### src/rtl/multicycle_ctrl_pkg.sv
// Shared types and encodings for the multicycle controller: state enum,
// opcode constants, ALU/mux select encodings and the decoded control bundle.
package multicycle_ctrl_pkg;

  typedef enum logic [3:0] {
    S_FETCH  = 4'd0,
    S_DECODE = 4'd1,
    S_MEMADR = 4'd2,
    S_MEMRD  = 4'd3,
    S_MEMWB  = 4'd4,
    S_MEMWR  = 4'd5,
    S_EXEC   = 4'd6,
    S_ALUWB  = 4'd7,
    S_BRANCH = 4'd8,
    S_JUMP   = 4'd9,
    S_IMMEX  = 4'd10,
    S_IMMWB  = 4'd11,
    S_TRAP   = 4'd12
  } state_t;

  localparam logic [5:0] OP_RTYPE = 6'b000000;
  localparam logic [5:0] OP_LW    = 6'b100011;
  localparam logic [5:0] OP_SW    = 6'b101011;
  localparam logic [5:0] OP_BEQ   = 6'b000100;
  localparam logic [5:0] OP_BNE   = 6'b000101;
  localparam logic [5:0] OP_J     = 6'b000010;
  localparam logic [5:0] OP_XORI  = 6'b001110;
  localparam logic [5:0] OP_ADDI  = 6'b001000;

  localparam logic [1:0] ALUOP_ADD   = 2'b00;
  localparam logic [1:0] ALUOP_SUB   = 2'b01;
  localparam logic [1:0] ALUOP_FUNCT = 2'b10;
  localparam logic [1:0] ALUOP_XOR   = 2'b11;

  localparam logic [1:0] PCSRC_ALU    = 2'b00;
  localparam logic [1:0] PCSRC_ALUOUT = 2'b01;
  localparam logic [1:0] PCSRC_JUMP   = 2'b10;

  localparam logic [1:0] SRCB_REG   = 2'b00;
  localparam logic [1:0] SRCB_FOUR  = 2'b01;
  localparam logic [1:0] SRCB_IMM   = 2'b10;
  localparam logic [1:0] SRCB_IMMSH = 2'b11;

  typedef struct packed {
    logic       pc_write;
    logic       pc_write_cond;
    logic       ior_d;
    logic       mem_read;
    logic       mem_write;
    logic       ir_write;
    logic       mem_to_reg;
    logic       reg_write;
    logic       reg_dst;
    logic       alu_src_a;
    logic       sign_zero;
    logic       branch_ne;
    logic [1:0] pc_source;
    logic [1:0] alu_op;
    logic [1:0] alu_src_b;
    logic       trap;
  } ctrl_t;

endpackage

### src/rtl/multicycle_ctrl_if.sv
// Controller <-> datapath bundle: opcode/mem_ready in, datapath controls out.
interface multicycle_ctrl_if #(
  parameter int OPCODE_W = 6
);
  logic [OPCODE_W-1:0] Opcode;
  logic                mem_ready;
  logic                PCWrite;
  logic                PCWriteCond;
  logic                IorD;
  logic                MemRead;
  logic                MemWrite;
  logic                IRWrite;
  logic                MemtoReg;
  logic                RegWrite;
  logic                RegDst;
  logic                ALUSrcA;
  logic                SignZero;
  logic                BranchNE;
  logic [1:0]          PCSource;
  logic [1:0]          ALUOp;
  logic [1:0]          ALUSrcB;
  logic                trap;
  logic [3:0]          state_o;

  modport master (
    input  Opcode, mem_ready,
    output PCWrite, PCWriteCond, IorD, MemRead, MemWrite, IRWrite, MemtoReg,
           RegWrite, RegDst, ALUSrcA, SignZero, BranchNE, PCSource, ALUOp,
           ALUSrcB, trap, state_o
  );

  modport slave (
    output Opcode, mem_ready,
    input  PCWrite, PCWriteCond, IorD, MemRead, MemWrite, IRWrite, MemtoReg,
           RegWrite, RegDst, ALUSrcA, SignZero, BranchNE, PCSource, ALUOp,
           ALUSrcB, trap, state_o
  );
endinterface

### src/rtl/multicycle_ctrl_decode.sv
// State-to-control decode for the multicycle controller (purely combinational).
// mem_ok gates the fetch-side writes while a memory access is still pending.
module multicycle_ctrl_decode
  import multicycle_ctrl_pkg::*;
(
  input  state_t state,
  input  logic   mem_ok,
  input  logic   is_bne,
  input  logic   is_xori,
  output ctrl_t  ctrl
);

  always_comb begin
    ctrl = '0;
    case (state)
      S_FETCH: begin
        ctrl.mem_read  = 1'b1;
        ctrl.ir_write  = mem_ok;
        ctrl.pc_write  = mem_ok;
        ctrl.alu_src_b = SRCB_FOUR;
        ctrl.alu_op    = ALUOP_ADD;
      end
      S_DECODE: begin
        ctrl.alu_src_b = SRCB_IMMSH;
        ctrl.alu_op    = ALUOP_ADD;
      end
      S_MEMADR: begin
        ctrl.alu_src_a = 1'b1;
        ctrl.alu_src_b = SRCB_IMM;
        ctrl.alu_op    = ALUOP_ADD;
      end
      S_MEMRD: begin
        ctrl.mem_read = 1'b1;
        ctrl.ior_d    = 1'b1;
      end
      S_MEMWB: begin
        ctrl.reg_write  = 1'b1;
        ctrl.mem_to_reg = 1'b1;
      end
      S_MEMWR: begin
        ctrl.mem_write = 1'b1;
        ctrl.ior_d     = 1'b1;
      end
      S_EXEC: begin
        ctrl.alu_src_a = 1'b1;
        ctrl.alu_src_b = SRCB_REG;
        ctrl.alu_op    = ALUOP_FUNCT;
      end
      S_ALUWB: begin
        ctrl.reg_write = 1'b1;
        ctrl.reg_dst   = 1'b1;
      end
      S_BRANCH: begin
        ctrl.alu_src_a     = 1'b1;
        ctrl.alu_op        = ALUOP_SUB;
        ctrl.pc_write_cond = 1'b1;
        ctrl.pc_source     = PCSRC_ALUOUT;
        ctrl.branch_ne     = is_bne;
      end
      S_JUMP: begin
        ctrl.pc_write  = 1'b1;
        ctrl.pc_source = PCSRC_JUMP;
      end
      S_IMMEX: begin
        ctrl.alu_src_a = 1'b1;
        ctrl.alu_src_b = SRCB_IMM;
        ctrl.alu_op    = is_xori ? ALUOP_XOR : ALUOP_ADD;
        ctrl.sign_zero = is_xori;
      end
      S_IMMWB: begin
        ctrl.reg_write = 1'b1;
      end
      S_TRAP: begin
        ctrl.trap = 1'b1;
      end
      default: ;
    endcase
  end

endmodule

### src/rtl/multicycle_ctrl.sv
// Multicycle CPU control FSM: holds the state and latched-opcode registers.
// Define CTRL_MEM_HANDSHAKE_EN to stall fetch/memory states on mem_ready.
//
// state    | meaning
// S_FETCH  | read instruction, PC += 4
// S_DECODE | latch opcode, dispatch
// S_MEMADR | compute lw/sw address
// S_MEMRD  | memory read (lw)
// S_MEMWB  | write loaded word to rt
// S_MEMWR  | memory write (sw)
// S_EXEC   | R-type ALU op
// S_ALUWB  | write ALU result to rd
// S_BRANCH | beq/bne compare and conditional PC update
// S_JUMP   | PC <= jump target
// S_IMMEX  | addi/xori ALU op
// S_IMMWB  | write immediate result to rt
// S_TRAP   | illegal opcode, parked until reset
module multicycle_ctrl
  import multicycle_ctrl_pkg::*;
#(
  parameter int OPCODE_W     = 6,
  parameter int ILLEGAL_TRAP = 1
) (
  input logic                 clk,
  input logic                 reset,
  multicycle_ctrl_if.master   bus
);

  if (OPCODE_W < 6) begin : g_bad_opcode_w
    $error("multicycle_ctrl: OPCODE_W must be at least 6");
  end

  state_t              state;
  logic [OPCODE_W-1:0] opcode_q;
  logic                mem_ok;
  ctrl_t               ctrl;

  function automatic logic is_op(input logic [OPCODE_W-1:0] v, input logic [5:0] c);
    return v == OPCODE_W'(c);
  endfunction

`ifdef CTRL_MEM_HANDSHAKE_EN
  assign mem_ok = bus.mem_ready;
`else
  logic unused_mem_ready;
  assign unused_mem_ready = bus.mem_ready;
  assign mem_ok           = 1'b1;
`endif

  always_ff @(posedge clk) begin
    if (reset) begin
      state    <= S_FETCH;
      opcode_q <= '0;
    end else begin
      case (state)
        S_FETCH:  if (mem_ok) state <= S_DECODE;
        S_DECODE: begin
          opcode_q <= bus.Opcode;
          if (is_op(bus.Opcode, OP_RTYPE))
            state <= S_EXEC;
          else if (is_op(bus.Opcode, OP_LW) || is_op(bus.Opcode, OP_SW))
            state <= S_MEMADR;
          else if (is_op(bus.Opcode, OP_BEQ) || is_op(bus.Opcode, OP_BNE))
            state <= S_BRANCH;
          else if (is_op(bus.Opcode, OP_J))
            state <= S_JUMP;
          else if (is_op(bus.Opcode, OP_XORI) || is_op(bus.Opcode, OP_ADDI))
            state <= S_IMMEX;
          else
            state <= (ILLEGAL_TRAP != 0) ? S_TRAP : S_FETCH;
        end
        S_MEMADR: state <= is_op(opcode_q, OP_LW) ? S_MEMRD : S_MEMWR;
        S_MEMRD:  if (mem_ok) state <= S_MEMWB;
        S_MEMWB:  state <= S_FETCH;
        S_MEMWR:  if (mem_ok) state <= S_FETCH;
        S_EXEC:   state <= S_ALUWB;
        S_ALUWB:  state <= S_FETCH;
        S_BRANCH: state <= S_FETCH;
        S_JUMP:   state <= S_FETCH;
        S_IMMEX:  state <= S_IMMWB;
        S_IMMWB:  state <= S_FETCH;
        S_TRAP:   state <= S_TRAP;
        default:  state <= S_FETCH;
      endcase
    end
  end

  multicycle_ctrl_decode u_decode (
    .state   (state),
    .mem_ok  (mem_ok),
    .is_bne  (is_op(opcode_q, OP_BNE)),
    .is_xori (is_op(opcode_q, OP_XORI)),
    .ctrl    (ctrl)
  );

  assign bus.PCWrite     = ctrl.pc_write;
  assign bus.PCWriteCond = ctrl.pc_write_cond;
  assign bus.IorD        = ctrl.ior_d;
  assign bus.MemRead     = ctrl.mem_read;
  assign bus.MemWrite    = ctrl.mem_write;
  assign bus.IRWrite     = ctrl.ir_write;
  assign bus.MemtoReg    = ctrl.mem_to_reg;
  assign bus.RegWrite    = ctrl.reg_write;
  assign bus.RegDst      = ctrl.reg_dst;
  assign bus.ALUSrcA     = ctrl.alu_src_a;
  assign bus.SignZero    = ctrl.sign_zero;
  assign bus.BranchNE    = ctrl.branch_ne;
  assign bus.PCSource    = ctrl.pc_source;
  assign bus.ALUOp       = ctrl.alu_op;
  assign bus.ALUSrcB     = ctrl.alu_src_b;
  assign bus.trap        = ctrl.trap;
  assign bus.state_o     = state;

endmodule

### src/flat_wrapper.sv
// flat-port wrapper written by rule: the top's interface ports become plain ports
module multicycle_ctrl_flat import multicycle_ctrl_pkg::*;
#(
  parameter int OPCODE_W     = 6,
  parameter int ILLEGAL_TRAP = 1
)
  (clk, reset, bus_Opcode, bus_mem_ready, bus_PCWrite, bus_PCWriteCond, bus_IorD, bus_MemRead, bus_MemWrite, bus_IRWrite, bus_MemtoReg, bus_RegWrite, bus_RegDst, bus_ALUSrcA, bus_SignZero, bus_BranchNE, bus_PCSource, bus_ALUOp, bus_ALUSrcB, bus_trap, bus_state_o);
  multicycle_ctrl_if #(.OPCODE_W(OPCODE_W)) bus_i ();
  input logic clk;
  input logic reset;
  input wire logic [$bits(bus_i.Opcode)-1:0] bus_Opcode;
  input wire logic [$bits(bus_i.mem_ready)-1:0] bus_mem_ready;
  output wire logic [$bits(bus_i.PCWrite)-1:0] bus_PCWrite;
  output wire logic [$bits(bus_i.PCWriteCond)-1:0] bus_PCWriteCond;
  output wire logic [$bits(bus_i.IorD)-1:0] bus_IorD;
  output wire logic [$bits(bus_i.MemRead)-1:0] bus_MemRead;
  output wire logic [$bits(bus_i.MemWrite)-1:0] bus_MemWrite;
  output wire logic [$bits(bus_i.IRWrite)-1:0] bus_IRWrite;
  output wire logic [$bits(bus_i.MemtoReg)-1:0] bus_MemtoReg;
  output wire logic [$bits(bus_i.RegWrite)-1:0] bus_RegWrite;
  output wire logic [$bits(bus_i.RegDst)-1:0] bus_RegDst;
  output wire logic [$bits(bus_i.ALUSrcA)-1:0] bus_ALUSrcA;
  output wire logic [$bits(bus_i.SignZero)-1:0] bus_SignZero;
  output wire logic [$bits(bus_i.BranchNE)-1:0] bus_BranchNE;
  output wire logic [$bits(bus_i.PCSource)-1:0] bus_PCSource;
  output wire logic [$bits(bus_i.ALUOp)-1:0] bus_ALUOp;
  output wire logic [$bits(bus_i.ALUSrcB)-1:0] bus_ALUSrcB;
  output wire logic [$bits(bus_i.trap)-1:0] bus_trap;
  output wire logic [$bits(bus_i.state_o)-1:0] bus_state_o;
  assign bus_i.Opcode = bus_Opcode;
  assign bus_i.mem_ready = bus_mem_ready;
  assign bus_PCWrite = bus_i.PCWrite;
  assign bus_PCWriteCond = bus_i.PCWriteCond;
  assign bus_IorD = bus_i.IorD;
  assign bus_MemRead = bus_i.MemRead;
  assign bus_MemWrite = bus_i.MemWrite;
  assign bus_IRWrite = bus_i.IRWrite;
  assign bus_MemtoReg = bus_i.MemtoReg;
  assign bus_RegWrite = bus_i.RegWrite;
  assign bus_RegDst = bus_i.RegDst;
  assign bus_ALUSrcA = bus_i.ALUSrcA;
  assign bus_SignZero = bus_i.SignZero;
  assign bus_BranchNE = bus_i.BranchNE;
  assign bus_PCSource = bus_i.PCSource;
  assign bus_ALUOp = bus_i.ALUOp;
  assign bus_ALUSrcB = bus_i.ALUSrcB;
  assign bus_trap = bus_i.trap;
  assign bus_state_o = bus_i.state_o;
  multicycle_ctrl #(.OPCODE_W(OPCODE_W), .ILLEGAL_TRAP(ILLEGAL_TRAP)) u_core (.clk(clk), .reset(reset), .bus(bus_i));
endmodule
### config.mk
export PLATFORM = sky130hd
export DESIGN_NAME = multicycle_ctrl_flat
export DESIGN_NICKNAME = d
export VERILOG_FILES = /design/src/rtl/multicycle_ctrl_pkg.sv /design/src/rtl/multicycle_ctrl_if.sv /design/src/rtl/multicycle_ctrl_decode.sv /design/src/rtl/multicycle_ctrl.sv /design/src/flat_wrapper.sv
export SDC_FILE = /design/constraint.sdc
export NUM_CORES = 1
export LEC_CHECK = 0
export BUFFER_PORTS_ARGS = -buffer_cell sky130_fd_sc_hd__buf_2
export CORE_UTILIZATION = 30
export DETAILED_ROUTE_END_ITERATION = 10
export GPL_ROUTABILITY_DRIVEN = 1
export HOLD_SLACK_MARGIN = 0.12
export PLACE_DENSITY_LB_ADDON = 0.3
export SYNTH_ARGS = -nofsm -noshare
export SYNTH_HDL_FRONTEND = slang
export SYNTH_HIERARCHICAL = 1
export SYNTH_SLANG_ARGS = --single-unit
### constraint.sdc
create_clock -name clk -period 2 [get_ports clk]
set_input_delay 0.3 -clock clk [delete_from_list [all_inputs] [get_ports clk]]
set_output_delay 0.3 -clock clk [all_outputs]
set_load 0.01 [all_outputs]
Word-level counts from Yosys, hierarchy flattened
Index checks and enable logic that the tools add are counted.

Latch bits: 0. ROM bits: 0. Memories: 0. Memory bits (writable): 0. Word-level logic and storage cells: 59. Output and inout port bits: 23. Bits of input ports: 9. Flip-flop bits (word level): 10.

$mul: 0. Divide/modulo/power cells: 0. Reductions and logical operators: 11. $lt $le $gt $ge: 0. Shifts and indexed selects: 0. Bitwise logic cells: 0. Equality and inequality tests: 22. $add $sub $neg: 0. Multiplexer cells: 24.

Operator list (count): one-hot mux 4 bit (7 select lines) (1); == test 4 bit (second input constant) (5); == test 6 x 3 -> 1 bit (second input constant) (3); == test 6 x 4 -> 1 bit (second input constant) (3); == test 6 bit (second input constant) (3); == test 4 x 3 -> 1 bit (second input constant) (4); two-way mux 4 bit (4); two-way mux 1 bit (13); one-hot mux 2 bit (3 select lines) (2); == test 4 x 2 -> 1 bit (second input constant) (2); OR reduction 2 bit (4); == test 6 x 2 -> 1 bit (second input constant) (1); zero test 6 bit (1); two-way mux 3 bit (2); == test 4 x 1 -> 1 bit (second input constant) (1); zero test 4 bit (1); one-hot mux 2 bit (2 select lines) (1); OR reduction 4 bit (1); logical OR 1 bit (3); OR reduction 3 bit (1); two-way mux 2 bit (1).

Logic depth before layout (Yosys ltp)
Word-level depth: 8. Gate-level depth with buffers: 5. Depth with buffers taken out: 5.

Hierarchy
Netlist, hierarchy kept.

Modules (own cells, without submodules): multicycle_ctrl (cells an instance 87, sequential area each 200.2 um2, instances 1, area each 701.9 um2); multicycle_ctrl_decode (cells an instance 38, sequential area each 0.0 um2, instances 1, area each 235.2 um2).

Worst setup path before layout
OpenSTA, ideal clock, no wires.

Path kind: reg-to-output. Start point: register u_core.opcode_q[3]. End point: output bus_BranchNE. Buffers on the path: 0. Slack: 304 ps. Data required time: 1700 ps. Arrival: 1396 ps. Stages on the path, launching flop included: 4. Cell sequence: dfxtp_1 > or3b_1 > nor4b_1 > nor4b_1.

Longest elaborated chain between the ends: 2.

RTL lines: from (decl) (RTL line multicycle_ctrl.sv:34) `logic [OPCODE_W-1:0] opcode_q;`; from (signal assigned) (RTL line multicycle_ctrl.sv:58) `opcode_q <= bus.Opcode;`; == test 6 x 3 -> 1 bit (RTL line multicycle_ctrl.sv:39) `return v == OPCODE_W'(c);`; two-way mux 1 bit (RTL line multicycle_ctrl_decode.sv:15) `case (state)`; to (decl) (RTL line flat_wrapper.sv:24) `output wire logic [$bits(bus_i.BranchNE)-1:0] bus_BranchNE;`.

Every way passes these cells.

Worst setup path in the final report
Start point: register u_core.opcode_q[0]. End point: output bus_BranchNE.

The elaborated chain is that of the path after synthesis.

==> impl_metrics.toml <==
[power]
switching_share = 0.365
ir_worst_vdd_uv = 225
p_total_mw = 0.754
power_frac_clock = 0.246
pwr-share-comb = 0.390
p_seq_frac = 0.365
switching_power_mw = 0.276
leakagePower_nw = 0.488
internal_power_mw = 0.479
pwr_density_cell_mw_per_mm2 = 641

[place]
gp_congestion = 0.805
dp_hpwl_um = 1650
numPortBuffers = 30
place_worst_setup_slack_ns = 0.187

[cells_and_area]
final_core_util = 0.412
syn_to_final_growth_pct = 25.5
num-nets-final = 164
fill_cells = 303
n_antenna_cell = 0
final_layout_size_suffix_gt1_frac = 0.351

[flow_run]
max-cap-violations = 0

[sta]
setup_viol = 0
skew_ns = 0.00184
report.final.slew_viol_count = 0
layout_min_cycle_time_ns = 1.92
tightest_slew_ns = 0.544
finalHoldViolations = 0
layout_setup_ws_ns = 0.0805
finalSetupTns_ns = 0
hold_slack_ns = 0.334
fin_crit_sh = 0.960
fmax_mhz = 521
timing.slew.headroom = 0.636
rsz0062_at_grt = "yes"

[setup_path]
worstPathMaxFanout = 3
worst-path-buf-inv = 1
worst_path_max_delay_cell = "or3b_4"
start_kind = "flop"
cp_top_family = "simple AND/OR/NAND/NOR gates"
cpMostUsedCell = "nor4b_4"
crit_chain = "or3b_4 > nor4b_4 > nor4b_4 > buf_2"
cp.required_ns = 1.70
arrival_ns = 1.62
worst_setup_path_end_kind = "output port"
criticalPathCategory = "flop to output port"
crit_path_max_incr_delay_ns = 0.40

[clock_tree]
cts_made_buffers = 3
clock_latency_ns = 0.27
clock-root-buffer = "clkbuf_4"
clk_pin_slew_ns = 0.07
cts_tree = "done"
cts.sinks = 10
htree_levels = 1
cts_buffer_depth = 2

[synth]
syn-cell-area_um2 = 937
yosysSeqAreaShare = 0.214
synth_edf_count = 0
yosys_most_used_dff = "dfxtp_1"
ys_async_sr_fraction = 0
ys_warn_count = 6
yosysUniqueCellTypes = 41
ys_ff_latch = 10
syn_area_per_cell_um2 = 7.50
syn_inst = 125

[floorplan]
rows = 19
core_mm2 = 0.00285
io_pins = 32
die_x_um = 57.9
start_util = 0.329
die_h_um = 57.9
die-area_mm2 = 0.00335

[routing]
via_per_inst = 5.45
wire_per_inst_um = 12.6
firstDrtPassIters = 7
drc = 6
antenna_left = 0
drt_wl_total_um = 2330
routed-via-count = 1009
drt_iter0_markers = 101

[global_routing]
grt_pass1_vias = 879
grt_overflow = 0
antenna_found_initial = 0
grt_max_degree = 20
grt_pass1_wl_um = 3930
track_usage = 0.146

[outcome]
status = "finished with violations"
violations = "DRC"

[worst_hold_path]
worstHoldPathType = "input pin to flop"
[power by group through the flow]
stage	Sequential, mW	Combinational, mW	Clock (mW)
global placement	0.271	0.279	0
global route	0.283	0.323	0.200
detailed placement	0.273	0.281	0
floorplan	0.247	0.234	0
finish	0.275	0.294	0.185
CTS	0.270	0.287	0.189
[per-stage QoR]
| step | cell area, µm² | cells |
|---|---|---|
| after floorplan | 941 | 126 |
| after global placement | 1090 | 180 |
| after detailed placement | 1090 | 180 |
| after CTS | 1140 | 184 |
| after global routing | 1180 | 185 |
| final | 1180 | 185 |
[state kept, by name (all words and copies together) (netlist names)]
signal	flops
u_core/opcode_q	6
u_core/bus.state_o	4
[cells in the final DEF (no fill, tap or decap), types with 2 or more instances in the layout]
| cell | instances |
|---|---|
| buf_2 | 30 |
| nor2_1 | 18 |
| a21oi_1 | 11 |
| nand2_1 | 9 |
| nand2b_1 | 7 |
| buf_4 | 6 |
| mux2i_1 | 6 |
| dfxtp_2 | 5 |
| dfxtp_1 | 5 |
| nor3_1 | 5 |
| a211oi_1 | 4 |
| clkbuf_4 | 3 |
| nor4b_4 | 3 |
| nand3_1 | 3 |
| and3_1 | 3 |
| or3b_1 | 3 |
| nor3_2 | 2 |
| nand3b_1 | 2 |
| xnor2_1 | 2 |
| nor3b_1 | 2 |
| nor4_1 | 2 |
| inv_1 | 2 |
| conb_1 | 2 |
[metal layers]
metal,global-route usage,routed length [µm]
met1,0.198,1120
met2,0.241,1050
met3,0.0134,135
met4,0.0510,21
met5,0,0
[cell usage after synthesis (2+ instances only)]
| library cell | n | share of area |
|---|---|---|
| nor4b_1 | 3 | 0.028 |
| nor4_1 | 2 | 0.013 |
| xnor2_1 | 2 | 0.019 |
| a21oi_1 | 11 | 0.059 |
| nor3_1 | 6 | 0.032 |
| nor2_1 | 18 | 0.072 |
| nand3_1 | 3 | 0.016 |
| a211oi_1 | 4 | 0.032 |
| buf_2 | 6 | 0.032 |
| buf_6 | 3 | 0.036 |
| nand2_1 | 9 | 0.036 |
| or3b_1 | 4 | 0.037 |
| and3_1 | 3 | 0.020 |
| dfxtp_1 | 10 | 0.21 |
| nand2b_1 | 7 | 0.047 |
| inv_1 | 2 | 0.0080 |
| nor3b_1 | 2 | 0.016 |
| nand3b_1 | 2 | 0.016 |
| mux2i_1 | 6 | 0.064 |
[final timing paths]
kind,from,cells past startpoint,slack (ns),to
max reg2reg,u_core/opcode_q[0],5,0.36,u_core/bus.state_o[2]
min,reset,2,0.33,u_core/bus.state_o[0]
min reg2reg,u_core/opcode_q[4],2,0.51,u_core/opcode_q[4]
max,u_core/opcode_q[0],4,0.08,bus_BranchNE
[area by class of cell]
type / instances / area (µm²) / area share
sequential: 10 / 206 / 0.176
timing repair buffer: 36 / 195 / 0.166
tap: 31 / 38.8 / 0.0330
multi-input combinational: 101 / 688 / 0.585
inverter: 3 / 11.3 / 0.00957
clock buffer: 4 / 36.3 / 0.0309
[worst register-to-register path: cells and delay by family (launching register included)]
| family | cells | cell delay (ns) |
|---|---|---|
| buf+inv | 1 | 0.15 |
| simple gates | 1 | 0.40 |
| flops | 1 | 0.35 |
| compound gates | 3 | 0.62 |
[cell families (layout without fill, tap and decap cells)]
group | after synthesis | count (layout) | share of synthesized area
buf+inv | 15 | 43 | 0.0961
simple gates | 64 | 64 | 0.406
xor+xnor | 3 | 3 | 0.0280
other cells | 1 | 2 | 0.00400
compound gates | 25 | 25 | 0.178
mux | 6 | 6 | 0.0641
fa+ha+maj | 1 | 1 | 0.0107
flops | 10 | 10 | 0.214
[what timing repair did]
item | in CTS | in global routing
gates resized for setup | 4 | 7
hold buffers | 0 | 0
endpoints found under the hold margin | 0 | 0
buffers inserted | 0 | 1
endpoints found under the setup margin | 1 | 10
pin swaps | 0 | 2
(Power assumes the default switching activity.)
